==> config.mk <==
export PLATFORM = sky130hd
export DESIGN_NAME = rv_lsu_bridge
export DESIGN_NICKNAME = d
export VERILOG_FILES = /design/src/rtl/rv_lsu_bridge.sv
export SDC_FILE = /design/constraint.sdc
export NUM_CORES = 1
export LEC_CHECK = 0
export ABC_AREA = 1
export BUFFER_PORTS_ARGS = -buffer_cell sky130_fd_sc_hd__buf_2
export CAP_MARGIN = 20
export CORE_MARGIN = 5
export CORE_UTILIZATION = 53
export CTS_CLUSTER_SIZE = 28
export DETAILED_ROUTE_END_ITERATION = 12
export HOLD_SLACK_MARGIN = 0.15
export PLACE_DENSITY_LB_ADDON = 0.2
export SLEW_MARGIN = 20
export SYNTH_ARGS = -nofsm -noshare
export SYNTH_HDL_FRONTEND = slang
export SYNTH_SLANG_ARGS = --single-unit
==> constraint.sdc <==
create_clock -name clk -period 2.75 [get_ports clk]
set_input_delay 0.1375 -clock clk [delete_from_list [all_inputs] [get_ports clk]]
set_output_delay 0.1375 -clock clk [all_outputs]
set_load 0.05 [all_outputs]
==> src/rtl/rv_lsu_bridge.sv <==
// rv_lsu_bridge: registered load/store bridge from a single-cycle core data port to a valid/ready bus.
// Define LSU_TIMEOUT_EN to abort accesses that exceed TIMEOUT_CYC cycles with a cpu_err pulse.
module rv_lsu_bridge #(
  parameter int XLEN        = 32,
  parameter int ADDR_W      = 32,
  parameter int TIMEOUT_CYC = 64
) (
  input  logic                clk,
  input  logic                reset,
  input  logic                cpu_req,
  input  logic                cpu_we,
  input  logic [2:0]          cpu_strb,
  input  logic [ADDR_W-1:0]   cpu_addr,
  input  logic [XLEN-1:0]     cpu_wdata,
  output logic [XLEN-1:0]     cpu_rdata,
  output logic                cpu_stall,
  output logic                cpu_done,
  output logic                cpu_misalign,
  output logic                cpu_err,
  output logic                mem_valid,
  input  logic                mem_ready,
  output logic                mem_we,
  output logic [ADDR_W-1:0]   mem_addr,
  output logic [XLEN/8-1:0]   mem_wmask,
  output logic [XLEN-1:0]     mem_wdata,
  input  logic                mem_rvalid,
  input  logic [XLEN-1:0]     mem_rdata
);
  localparam int NB = XLEN / 8;
  localparam int OW = $clog2(NB);

  if ((XLEN != 32 && XLEN != 64) || TIMEOUT_CYC < 2) begin : g_bad_param
    $error("rv_lsu_bridge: unsupported parameters");
  end

  typedef enum logic [1:0] {IDLE, REQ, RWAIT, DONE} state_t;

  state_t            state, state_nx;
  logic [OW-1:0]     off_q, off_nx, off_in;
  logic [2:0]        strb_q, strb_nx;
  logic              valid_nx, we_nx, done_nx, mis_nx;
  logic [ADDR_W-1:0] addr_nx;
  logic [NB-1:0]     wmask_nx, wm;
  logic [XLEN-1:0]   wdata_nx, rdata_nx, lanes, wd_sh, rd_sh, ext;
  logic [7:0]        m8;
  logic              mis, busy, tmo;

  // Illegal size codes are folded into the misalign reject so they never reach the bus.
  assign mis = cpu_strb == 3'b111 || (cpu_we && cpu_strb[2]) ||
               (XLEN == 32 && (cpu_strb[1:0] == 2'b11 || cpu_strb == 3'b110)) ||
               (cpu_strb[1:0] == 2'b01 && cpu_addr[0]) ||
               (cpu_strb[1:0] == 2'b10 && cpu_addr[1:0] != 2'b00) ||
               (cpu_strb[1:0] == 2'b11 && cpu_addr[2:0] != 3'b000);

  assign busy      = state == REQ || state == RWAIT;
  assign cpu_stall = busy || (state == IDLE && cpu_req && !mis);

  assign off_in = cpu_addr[OW-1:0];
  assign m8     = cpu_strb[1:0] == 2'b00 ? 8'h01 :
                  cpu_strb[1:0] == 2'b01 ? 8'h03 :
                  cpu_strb[1:0] == 2'b10 ? 8'h0F : 8'hFF;
  assign wm     = cpu_we ? m8[NB-1:0] << off_in : '0;

  for (genvar i = 0; i < NB; i++) begin : g_lane
    assign lanes[8*i +: 8] = {8{wm[i]}};
  end

  assign wd_sh = (cpu_wdata << {off_in, 3'b000}) & lanes;
  assign rd_sh = mem_rdata >> {off_q, 3'b000};
  assign ext   = strb_q == 3'b000 ? XLEN'($signed(rd_sh[7:0])) :
                 strb_q == 3'b001 ? XLEN'($signed(rd_sh[15:0])) :
                 strb_q == 3'b010 ? XLEN'($signed(rd_sh[31:0])) :
                 strb_q == 3'b100 ? XLEN'(rd_sh[7:0]) :
                 strb_q == 3'b101 ? XLEN'(rd_sh[15:0]) :
                 strb_q == 3'b110 ? XLEN'(rd_sh[31:0]) : rd_sh;

  always_comb begin
    state_nx = state;
    valid_nx = mem_valid;
    we_nx    = mem_we;
    addr_nx  = mem_addr;
    wmask_nx = mem_wmask;
    wdata_nx = mem_wdata;
    rdata_nx = cpu_rdata;
    off_nx   = off_q;
    strb_nx  = strb_q;
    done_nx  = 1'b0;
    mis_nx   = 1'b0;
    if (tmo) begin
      state_nx = DONE;
      valid_nx = 1'b0;
      done_nx  = 1'b0 | 1'b1;
      rdata_nx = '0;
    end else begin
      case (state)
        IDLE: begin
          mis_nx = cpu_req && mis;
          if (cpu_req && !mis) begin
            state_nx = REQ;
            valid_nx = 1'b1;
            we_nx    = cpu_we;
            addr_nx  = {cpu_addr[ADDR_W-1:OW], {OW{1'b0}}};
            wmask_nx = wm;
            wdata_nx = wd_sh;
            off_nx   = off_in;
            strb_nx  = cpu_strb;
          end
        end
        REQ: if (mem_ready) begin
          valid_nx = 1'b0;
          state_nx = mem_we ? DONE : RWAIT;
          done_nx  = mem_we;
        end
        RWAIT: if (mem_rvalid) begin
          state_nx = DONE;
          done_nx  = 1'b1;
          rdata_nx = ext;
        end
        default: state_nx = IDLE;
      endcase
    end
  end

  always_ff @(posedge clk or negedge reset)
    if (!reset) begin
      state        <= IDLE;
      mem_valid    <= 1'b0;
      mem_we       <= 1'b0;
      mem_addr     <= '0;
      mem_wmask    <= '0;
      mem_wdata    <= '0;
      cpu_rdata    <= '0;
      cpu_done     <= 1'b0;
      cpu_misalign <= 1'b0;
      off_q        <= '0;
      strb_q       <= '0;
    end else begin
      state        <= state_nx;
      mem_valid    <= valid_nx;
      mem_we       <= we_nx;
      mem_addr     <= addr_nx;
      mem_wmask    <= wmask_nx;
      mem_wdata    <= wdata_nx;
      cpu_rdata    <= rdata_nx;
      cpu_done     <= done_nx;
      cpu_misalign <= mis_nx;
      off_q        <= off_nx;
      strb_q       <= strb_nx;
    end

`ifdef LSU_TIMEOUT_EN
  localparam int CW = $clog2(TIMEOUT_CYC + 1) > 8 ? $clog2(TIMEOUT_CYC + 1) : 8;
  logic [CW-1:0] cnt;

  // Counter restarts on every capture, so each access gets its own TIMEOUT_CYC budget.
  assign tmo = busy && cnt == CW'(TIMEOUT_CYC - 1);

  always_ff @(posedge clk or negedge reset)
    if (!reset) begin
      cnt     <= '0;
      cpu_err <= 1'b0;
    end else begin
      cnt     <= busy ? cnt + 1'b1 : '0;
      cpu_err <= tmo;
    end
`else
  assign tmo     = 1'b0;
  assign cpu_err = 1'b0;
`endif
endmodule

Word level (Yosys, flattened, before mapping)
Cells that the tools add are included.
{ "totals": {"in_bits": 105, "wordCells": 76, "output_inout_bits": 106, "ff_bits": 109} }
{ "classes": {"eq_ne": 14, "shifts": 3, "n_bitwise": 1, "reduce_logical": 27, "muxes": 20} }
{ "ops": {"columns": ["cell", "n"], "rows": [
  ["32-bit 2-to-1 mux", 5],
  ["32-bit AND", 1],
  ["32-bit by 5-bit << shifter with 32-bit output", 1],
  ["32-bit by 5-bit >> shifter with 32-bit output", 1],
  ["3-bit == test (second input constant)", 4],
  ["4-bit 2-to-1 mux", 3],
  ["1-bit logical AND", 8],
  ["1-bit logical OR", 8],
  ["2-bit == test (second input constant)", 3],
  ["1-bit 2-to-1 mux", 6],
  ["2-bit 2-to-1 mux", 3],
  ["2-bit case mux with 3 select lines", 1],
  ["3-bit AND reduction", 2],
  ["2-bit by 1-bit == test with 1-bit output (second input constant)", 2],
  ["2-bit logical NOT", 2],
  ["2-bit inequality test (second input constant)", 2],
  ["1-bit case mux with 2 select lines", 2],
  ["2-bit AND reduction", 2],
  ["2-bit nonzero test", 2],
  ["4-bit by 2-bit << shifter with 4-bit output", 1],
  ["3-bit by 1-bit == test with 1-bit output (second input constant)", 1],
  ["3-bit by 2-bit == test with 1-bit output (second input constant)", 1],
  ["3-bit logical NOT", 1],
  ["3-bit nonzero test", 1],
  ["2 further kinds", 2]
]} }

Longest topological paths before layout
Gate-level depths: netlist (run 1).
{ "depth": {"word_depth": 10, "ltp_mapped": 10} }

Least setup slack after synthesis (run 1)
Ideal clock, no wire load.
{ "synth_path": {"path_kind": "register to output", "startpoint": "register state[0]", "endpoint": "output port cpu_stall", "path_buffers": 2, "path_stages_with_launch": 9, "slack_ns": 1.121, "arrival_time_ns": 1.491, "path_cell_list": "dfrtp_1 inv_1 ha_1 nand2_1 inv_1 nand2_4 buf_6 buf_6 nand2_1"} }
{ "synth_via": {"elab_chain_cells": 4, "elab_cells_between_ends": 7, "classes_between": "2 x eq/ne; 5 x reduce/logical"} }
{ "synth_lines": {"columns": ["item", "line_no", "rtl"], "rows": [
  ["start, declared", "38", "state_t state, state_nx;"],
  ["start signal, assigned", "138", "state <= state_nx;"],
  ["2-bit logical NOT", "56", "assign cpu_stall = busy || (state == IDLE && cpu_req && !mis);"],
  ["1-bit logical AND (2 in series)", "56", null],
  ["1-bit logical OR (*)", "56", null],
  ["end, declared", "16", "output logic cpu_stall,"]
]} }
Mark *: on every way between the ends. The rest lies on a longest branch, timed or not.

Worst setup path after layout (run 1)
Ends and elaborated chain as after synthesis.

==> results of run 1 <==
-- metal layers --
metal / GRT usage / vias up
met1: 0.314 / 2628
met5: 0 / -
met4: 0.117 / 0
met3: 0.0695 / 60
met2: 0.453 / 239
li1: - / 2839
-- kinds of logic after synthesis --
logic type,share of synthesized area
other,0.000670
flip-flops,0.487
AND/OR/NAND/NOR,0.314
buffers and inverters,0.0865
AO/OA/AOI/OAI,0.101
multiplexers,0.00179
adder cells (fa/ha/maj),0.00894
-- power by group through the flow --
stage                     Combinational (uW)  Sequential (uW)  Clock, uW
final                                   5580             2760       1080
after global placement                  5370             2770          0
after global routing                    6010             2860       1160
after detailed placement                5430             2760          0
after CTS                               5580             2740       1100
after floorplan                         1840             5090          0
-- state kept, by name, summed over array words and instances (netlist names) --
name / count
strb_q: 3
off_q: 2
cpu_rdata: 32
mem_addr: 30
mem_wdata: 32
cpu_misalign: 1
mem_wmask: 4
cpu_done: 1
state: 2
mem_we: 1
mem_valid: 1
-- cell usage in the layout (no fill, tap or decap), types with 2 or more instances in the layout --
cell type,n
nand2_2,3
conb_1,3
nor2_2,5
clkbuf_8,10
nand3_1,29
o21ai_0,43
a21oi_1,28
o21ai_2,6
dlygate4sd3_1,68
ha_1,4
nand2_1,354
buf_4,9
dfrtp_1,109
buf_2,206
nor2_1,47
nand4_1,2
clkinv_8,2
inv_1,50
o211ai_1,15
inv_2,4
-- worst max-delay path by stage --
stage,from,to,slack (ns),cells past startpoint
after floorplan,state[0],cpu_stall,1.12,8
after global placement,state[0],mem_addr[20],0.91,8
after detailed placement,state[0],mem_addr[20],0.86,8
after CTS,state[0],cpu_stall,0.64,7
after global routing,state[1],cpu_stall,0.52,7
final,state[0],cpu_stall,0.69,7
-- critical path: stages (launching register included) --
cell,delay (ns)
dfrtp_1,0.42
inv_1,0.09
ha_1,0.19
nand2_1,0.08
inv_1,0.09
nand2_4,0.26
nand2_1,0.14
buf_2,0.27
-- timing repair --
action / CTS / global route
endpoints found under the hold margin: 126 / 0
hold buffers: 68 / 0
endpoints found under the setup margin: 0 / 0
-- layout make-up --
| type | count | area, sq um |
|---|---|---|
| Fill cell | 891 | 2800 |
| Sequential cell | 109 | 2730 |
| Multi-Input combinational cell | 551 | 2400 |
| Timing Repair Buffer | 284 | 1800 |
| Inverter | 54 | 203 |
| Tap cell | 136 | 170 |
| Clock buffer | 10 | 138 |
| Clock inverter | 6 | 91.3 |
-- Yosys cell counts, types with 4 or more instances --
cell type / count / share of area
a21oi_1: 28 / 0.025
buf_2: 17 / 0.015
buf_4: 8 / 0.011
buf_6: 9 / 0.018
clkbuf_1: 7 / 0.0047
dfrtp_1: 109 / 0.49
ha_1: 4 / 0.0089
inv_1: 50 / 0.034
inv_2: 4 / 0.0027
nand2_1: 354 / 0.24
nand3_1: 29 / 0.026
nor2_1: 47 / 0.032
nor2_2: 5 / 0.0056
o211ai_1: 15 / 0.020
o21ai_0: 43 / 0.038
o21ai_2: 6 / 0.0094
-- per-stage QoR --
step | cells | hold slack [ns] | total power [uW] | util | cell area, sq um
3_3_place_gp | 1066 | 0.279 | 8130 | 0.641 | 6620
2_1_floorplan | 757 | -0.158 | 6930 | - | 5610
6_report | 1150 | 0.163 | 9420 | 0.729 | 7520
3_5_place_dp | 1066 | 0.280 | 8190 | 0.641 | 6620
5_1_grt | 1150 | 0.191 | 10000 | 0.729 | 7520
4_1_cts | 1150 | 0.155 | 9420 | 0.729 | 7520
==> flow_summary.json, run 1 <==
{
  "die_y_um": 113,
  "grt.total_usage": 0.265,
  "rsz0062_at_grt": "false",
  "hold_viol": 0,
  "wl_met3_um": 1250,
  "slew_headroom": 0.460,
  "vias_per_cell": 5.01,
  "critical_path.max_fanout": 40,
  "syn_avg_cell_area_sq_um": 7.42,
  "layout_setup_ws_ns": 0.688,
  "fin_skew_ns": 0.0173,
  "p_comb_frac": 0.592,
  "met2_length_um": 8220,
  "switching_share": 0.557,
  "vias": 5766,
  "whs_endpoint": "mem_wdata[25]",
  "first_pass_iters": 5,
  "powerDensity_nw_per_um2": 1250,
  "num_antenna_cells": 0,
  "slew_viol_final": 0,
  "start_util": 0.542,
  "post_cts_buffers": 0,
  "clockBufferDepth": 2,
  "cts_resized": 0,
  "cp.arrival_ns": 1.92,
  "intPower_uw": 4180,
  "h-tree-depth": 3,
  "cts.clk_slew.worst_paths_ns": 0.12,
  "pwr-share-clk": 0.115,
  "start_kind": "flip-flop",
  "worstPathRequired_ns": 2.61,
  "chipWidth_um": 113,
  "fmax_mhz": 485,
  "fin_crit_ns": 2.06,
  "grt-ovfl-total": 0,
  "root_buffer": "clkbuf_8",
  "reg2reg_to": "mem_addr[4]",
  "seqPwrFrac": 0.293,
  "cts_buffers": 9,
  "coreArea_sq_um": 10300,
  "tightest_slew_ns": 0.810,
  "die_area_sq_um": 12700,
  "synthCells": 755,
  "ys_ff_latch": 109,
  "drc_errors": 0,
  "hp-class": "in -> reg",
  "crit_type": "reg -> out",
  "synth.cell_area_sq_um": 5600,
  "cp-end-kind": "primary output",
  "totalWireLength_um": 16600,
  "worstReg2RegStart": "state[0]",
  "wl_per_cell_um": 14.4,
  "clock_sinks": 109,
  "hp-start": "cpu_wdata[25]",
  "switchingPower_uw": 5240,
  "worstSkewPairLatency_ns": 0.39,
  "synth_edf_count": 0,
  "yosysWarnings": 0,
  "wl_met1_um": 6380,
  "hold_depth": 5,
  "finalSetupTns_ns": 0,
  "cts_tree": "yes",
  "grt_pass1_wl_um": 27300,
  "io_pins": 211,
  "grt_pass1_vias": 5793,
  "ys.flop_type": "dfrtp_1",
  "fin_nets": 1118,
  "ir_drop_uv": 889,
  "ys_seq_area_frac": 0.487,
  "finalSetupViolCount": 0,
  "grt_antenna_before_repair": 0,
  "reg2regPathDepth": 8,
  "drive_gt1_frac": 0.251,
  "dp_slack_ns": 0.865,
  "gp_congestion": 0.909,
  "setup.reg_to_reg.worst_slack_ns": 0.81,
  "finalCritPeriodShare": 0.750,
  "port_buffers": 207,
  "async_reset_ff_frac": 1.00,
  "drt-initial-drc-count": 414,
  "dp_hpwl_um": 11500,
  "dr.max_layer_used": "met4",
  "grt_max_degree": 65,
  "std_cell_rows": 37,
  "ys_types": 33,
  "cap_violations": 0,
  "leakage_uw": 0.00432,
  "areaGrowthSynthToFinish_pct": 34.4,
  "status": "complete, no violations",
  "ant_nets": 0
}
(Power assumes the default switching activity.)
==> inputs of run 2 (changes only) <==
--- a/config.mk
+++ b/config.mk
@@ -9,7 +9,7 @@
 export BUFFER_PORTS_ARGS = -buffer_cell sky130_fd_sc_hd__buf_2
 export CAP_MARGIN = 20
 export CORE_MARGIN = 5
-export CORE_UTILIZATION = 53
+export CORE_UTILIZATION = 45
 export CTS_CLUSTER_SIZE = 28
 export DETAILED_ROUTE_END_ITERATION = 12
 export HOLD_SLACK_MARGIN = 0.15
==> constraint.sdc (replaced) <==
create_clock -name clk -period 1.7 [get_ports clk]
set_input_delay 0.085 -clock clk [delete_from_list [all_inputs] [get_ports clk]]
set_output_delay 0.085 -clock clk [all_outputs]
set_load 0.05 [all_outputs]
==> flow_summary.json, run 2 (synthesized netlist as in run 1, its figures left out) <==
{
  "status": "complete, no violations",
  "grt_pass1_wl_um": 28000,
  "grt_pass1_vias": 5844,
  "finalSetupTns_ns": 0,
  "totalWireLength_um": 17500,
  "switchingPower_uw": 8650,
  "layout_setup_ws_ns": 0.0971,
  "top_usage_layer": "met2",
  "grt-ovfl-total": 0,
  "dp_slack_ns": 0.0432,
  "fin_skew_ns": 0.00925,
  "root_buffer": "clkbuf_16",
  "h-tree-depth": 3,
  "grt_max_degree": 49,
  "ant_nets": 0,
  "p_comb_frac": 0.584,
  "fmax_mhz": 624,
  "crit_type": "reg -> out",
  "grt_antenna_before_repair": 0,
  "io_pins": 211,
  "pwr-share-clk": 0.133,
  "areaGrowthSynthToFinish_pct": 41.6,
  "stdcell_area_sq_um": 7930,
  "std_cell_rows": 40,
  "wl_per_cell_um": 14.4,
  "die_y_um": 122,
  "use_met1": 0.288,
  "powerDensity_nw_per_um2": 2010,
  "worstPathRequired_ns": 1.62,
  "crit_slowest_cell": "dfrtp_1",
  "start_util": 0.462,
  "drc_errors": 0,
  "drt-initial-drc-count": 397,
  "leakage_uw": 0.00449,
  "ir_drop_uv": 1180,
  "cp.arrival_ns": 1.52,
  "vias_per_cell": 4.89,
  "die_area_sq_um": 14800,
  "crit_family": "buffers and inverters",
  "crit_buf_inv": 4,
  "finalSetupViolCount": 0,
  "gp_congestion": 0.895,
  "vias": 5925,
  "drive_gt1_frac": 0.274,
  "clock_sinks": 109,
  "fin_nets": 1144,
  "cpMostUsedCell": "inv_2",
  "hold_viol": 0,
  "finalCritPeriodShare": 0.943,
  "cap_violations": 0,
  "first_pass_iters": 5,
  "chipWidth_um": 122,
  "fin_crit_ns": 1.60,
  "intPower_uw": 7260,
  "dp_hpwl_um": 12400,
  "coreArea_sq_um": 12100,
  "cts_tree": "yes",
  "n_fill_cell": 1065,
  "cts.clk_slew.worst_paths_ns": 0.08,
  "use_met3": 0.0501,
  "worstPathCellList": "inv_2 > ha_2 > nand2_1 > inv_2 > nand2_4 > buf_6 > nand2_2 > buf_8",
  "port_buffers": 207,
  "slew_viol_final": 0,
  "grt_use_met2": 0.410,
  "clockBufferDepth": 2,
  "grt.total_usage": 0.238,
  "switching_share": 0.544,
  "dpl_cell_area_sq_um": 6830,
  "p_total_uw": 15900,
  "worstSkewPairLatency_ns": 0.35,
  "start_kind": "flip-flop",
  "final_common_cell": "nand2_1",
  "seqPwrFrac": 0.282,
  "crit_path_max_incr_delay_ns": 0.39,
  "layout_common_cells": "nand2_1 (353), buf_2 (205), dfrtp_1 (109)",
  "critical_path.max_fanout": 8,
  "cp-end-kind": "primary output",
  "hp-class": "in -> reg",
  "cts_buffers": 9,
  "reg_top3": "cpu_rdata: 32 flops, mem_wdata: 32 flops, mem_addr: 30 flops"
}
-- run 2: cell types whose count changed in the layout (fill, tap and decap cells not counted), moves of 3 or more --
cell	before	now
clkbuf_8	10	1
inv_2	4	8
buf_4	9	27
inv_1	50	45
dlygate4sd3_1	68	71
buf_12	1	5
clkbuf_16	0	9
diode_2	0	3
-- run 2: cell type report --
class                      count  area (sq um)  share of cell area
clock inverter                 6          63.8             0.00805
clock buffer                  10           239              0.0301
tap                          168           210              0.0265
antenna                        3          7.51            0.000947
inverter                      54           206              0.0260
multi-input combinational    551          2410               0.304
sequential                   109          2730               0.344
timing repair buffer         310          2070               0.260
-- run 2: per-stage QoR --
| step | cells | utilization | hold WS (ns) |
|---|---|---|---|
| 6_report | 1211 | 0.655 | 0.161 |
| 5_1_grt | 1208 | 0.654 | 0.180 |
| 4_1_cts | 1206 | 0.651 | 0.151 |
| 3_5_place_dp | 1115 | 0.564 | 0.0411 |
| 3_3_place_gp | 1115 | 0.564 | 0.0403 |
| 2_1_floorplan | 757 | - | -0.211 |
-- run 2: repair_timing --
| item | in CTS | in global routing |
|---|---|---|
| resized for setup | 4 | 9 |
| hold endpoints to repair | 180 | 0 |
| hold buffers | 71 | 0 |
| buffers inserted | 4 | 2 |
| endpoints found under the setup margin | 1 | 16 |
| pin swaps | 2 | 2 |
-- run 2: power groups by stage --
stage / Clock, uW / Sequential (uW) / Combinational [uW]
after floorplan: 0 / 8230 / 2980
after global placement: 0 / 4490 / 8940
after detailed placement: 0 / 4480 / 9060
after CTS: 2170 / 4470 / 9260
after global routing: 2290 / 4630 / 9990
final: 2120 / 4490 / 9290
-- run 2: worst paths after layout --
path                                from       endpoint  slack (ns)  depth (start not counted)
max                             state[1]      cpu_stall         0.1                          8
max reg2reg                     state[1]  mem_wdata[12]        0.11                          9
min in group asynchronous          reset   cpu_rdata[2]        0.20                          2
min reg2reg                 mem_addr[24]   mem_addr[24]        0.48                          2
min                        mem_rdata[20]   cpu_rdata[4]        0.16                          5
max in group asynchronous          reset  mem_wdata[10]        0.82                          3
-- run 2: worst min-delay path: cells and delay by family --
| family | cells | cell delay (ns) |
|---|---|---|
| AO/OA/AOI/OAI | 1 | 0.09 |
| buffers and inverters | 1 | 0.10 |
| AND/OR/NAND/NOR | 3 | 0.21 |
-- run 2: metal layers --
metal / share of wire / vias up
met5: 0 / -
met4: 0.037 / 0
met3: 0.064 / 51
met2: 0.50 / 226
met1: 0.40 / 2732
li1: - / 2916
==> inputs of run 3 (changes only) <==
--- a/config.mk
+++ b/config.mk
@@ -13,7 +13,9 @@
 export CTS_CLUSTER_SIZE = 28
 export DETAILED_ROUTE_END_ITERATION = 12
 export HOLD_SLACK_MARGIN = 0.15
-export PLACE_DENSITY_LB_ADDON = 0.2
+export PLACE_DENSITY = 0.77
+export RECOVER_POWER = 50
+export SKIP_LAST_GASP = 1
 export SLEW_MARGIN = 20
 export SYNTH_ARGS = -nofsm -noshare
 export SYNTH_HDL_FRONTEND = slang
==> flow_summary.json, run 3 (synthesized netlist as in run 1, its figures left out) <==
{
  "root_buffer": "clkbuf_16",
  "io_pins": 211,
  "clock_sinks": 109,
  "h-tree-depth": 3,
  "whs_ns": 0.163,
  "grt_pass1_vias": 5862,
  "finalCritPeriodShare": 0.963,
  "grt-ovfl-total": 0,
  "grt_use_met2": 0.424,
  "drc_errors": 0,
  "clockBufferDepth": 2,
  "fmax_mhz": 611,
  "grt.total_usage": 0.238,
  "ant_nets": 0,
  "use_met1": 0.291,
  "status": "complete, no violations",
  "grt_max_degree": 49,
  "drt-initial-drc-count": 552,
  "gp_congestion": 0.956,
  "slew_headroom": 0.518,
  "fin_crit_ns": 1.64,
  "layout_setup_ws_ns": 0.0633,
  "dp_slack_ns": 0.0650,
  "die_y_um": 122,
  "hp-class": "in -> reg",
  "reg_top3": "cpu_rdata: 32 flops, mem_wdata: 32 flops, mem_addr: 30 flops",
  "cap_violations": 0,
  "grt_antenna_before_repair": 0,
  "crit_type": "reg -> reg",
  "slew_viol_final": 0,
  "wl_per_cell_um": 14.6,
  "std_cell_rows": 40,
  "hold_viol": 0,
  "leakage_uw": 0.00434,
  "areaGrowthSynthToFinish_pct": 40.4,
  "stdcell_area_sq_um": 7860,
  "start_kind": "flip-flop",
  "vias": 5920,
  "coreArea_sq_um": 12100,
  "finalSetupViolCount": 0,
  "layout_common_cells": "nand2_1 (353), buf_2 (155), dfrtp_1 (109)",
  "ir_drop_uv": 1490,
  "tightest_slew_ns": 0.723,
  "port_buffers": 207,
  "dp_hpwl_um": 12300,
  "first_pass_iters": 5,
  "cts_buffers": 9,
  "chipWidth_um": 122,
  "drive_gt1_frac": 0.220,
  "critical_path.max_fanout": 4,
  "vias_per_cell": 4.91,
  "cts.clk_slew.worst_paths_ns": 0.09,
  "die_area_sq_um": 14800,
  "final_common_cell": "nand2_1",
  "p_total_uw": 15900,
  "totalWireLength_um": 17600,
  "fin_nets": 1140,
  "worstPathRequired_ns": 1.93,
  "use_met3": 0.0464,
  "dpl_cell_area_sq_um": 6810,
  "worstSkewPairLatency_ns": 0.35,
  "top_usage_layer": "met2",
  "cp.arrival_ns": 1.87,
  "n_fill_cell": 1093,
  "powerDensity_nw_per_um2": 2020,
  "grt_pass1_wl_um": 28100,
  "cts_tree": "yes",
  "cp-end-kind": "flip-flop",
  "start_util": 0.462,
  "fin_skew_ns": 0.0114
}
run 3: cell type report:
| class | instances | area [sq um] | share of cell area |
|---|---|---|---|
| Antenna cell | 1 | 2.50 | 0.000318 |
| Clock buffer | 9 | 225 | 0.0286 |
| Clock inverter | 7 | 100 | 0.0127 |
| Inverter | 54 | 205 | 0.0261 |
| Multi-Input combinational cell | 551 | 2420 | 0.307 |
| Sequential cell | 109 | 2730 | 0.347 |
| Tap cell | 168 | 210 | 0.0267 |
| Timing Repair Buffer | 306 | 1980 | 0.251 |
run 3: critical path: stages, from the launching register on:
cell           delay (ns)
dfrtp_1              0.40
buf_4                0.15
ha_1                 0.22
nand2_2              0.13
a21oi_1              0.08
dlygate4sd3_1        0.54
run 3: metal layers:
metal  share of wire  vias up
met5               0        -
met4           0.018        0
met3           0.078       32
met2            0.49      272
met1            0.41     2729
li1                -     2887
run 3: what timing repair did:
item / in CTS / in global routing
setup buffers: 3 / 2
setup endpoints to repair: 1 / 47
hold endpoints to repair: 181 / 0
hold buffers: 74 / 0
resized for setup: 4 / 12
pin swaps: 1 / 2
run 3: worst paths after layout:
check / to / depth (start not counted) / slack, ns / from
min reg2reg: mem_wdata[0] / 2 / 0.48 / mem_wdata[0]
max: cpu_done / 5 / 0.06 / state[1]
min: cpu_rdata[2] / 5 / 0.16 / mem_rdata[18]
max in group asynchronous: off_q[0] / 3 / 0.29 / reset
max reg2reg: cpu_done / 5 / 0.06 / state[1]
min in group asynchronous: cpu_rdata[27] / 2 / 0.32 / reset
run 3: metrics by stage:
stage	TNS [ns]	util	cells
floorplan	0	-	757
global placement	0	0.562	1110
detailed placement	0	0.562	1110
CTS	0	0.653	1203
global route	-0.000163	0.649	1204
finish	0	0.649	1205
run 3: power breakdown:
| group | internal, uW | switching (uW) |
|---|---|---|
| Sequential | 3770 | 780 |
| Clock | 1190 | 1070 |
| Combinational | 2260 | 6840 |
| Total | 7220 | 8690 |
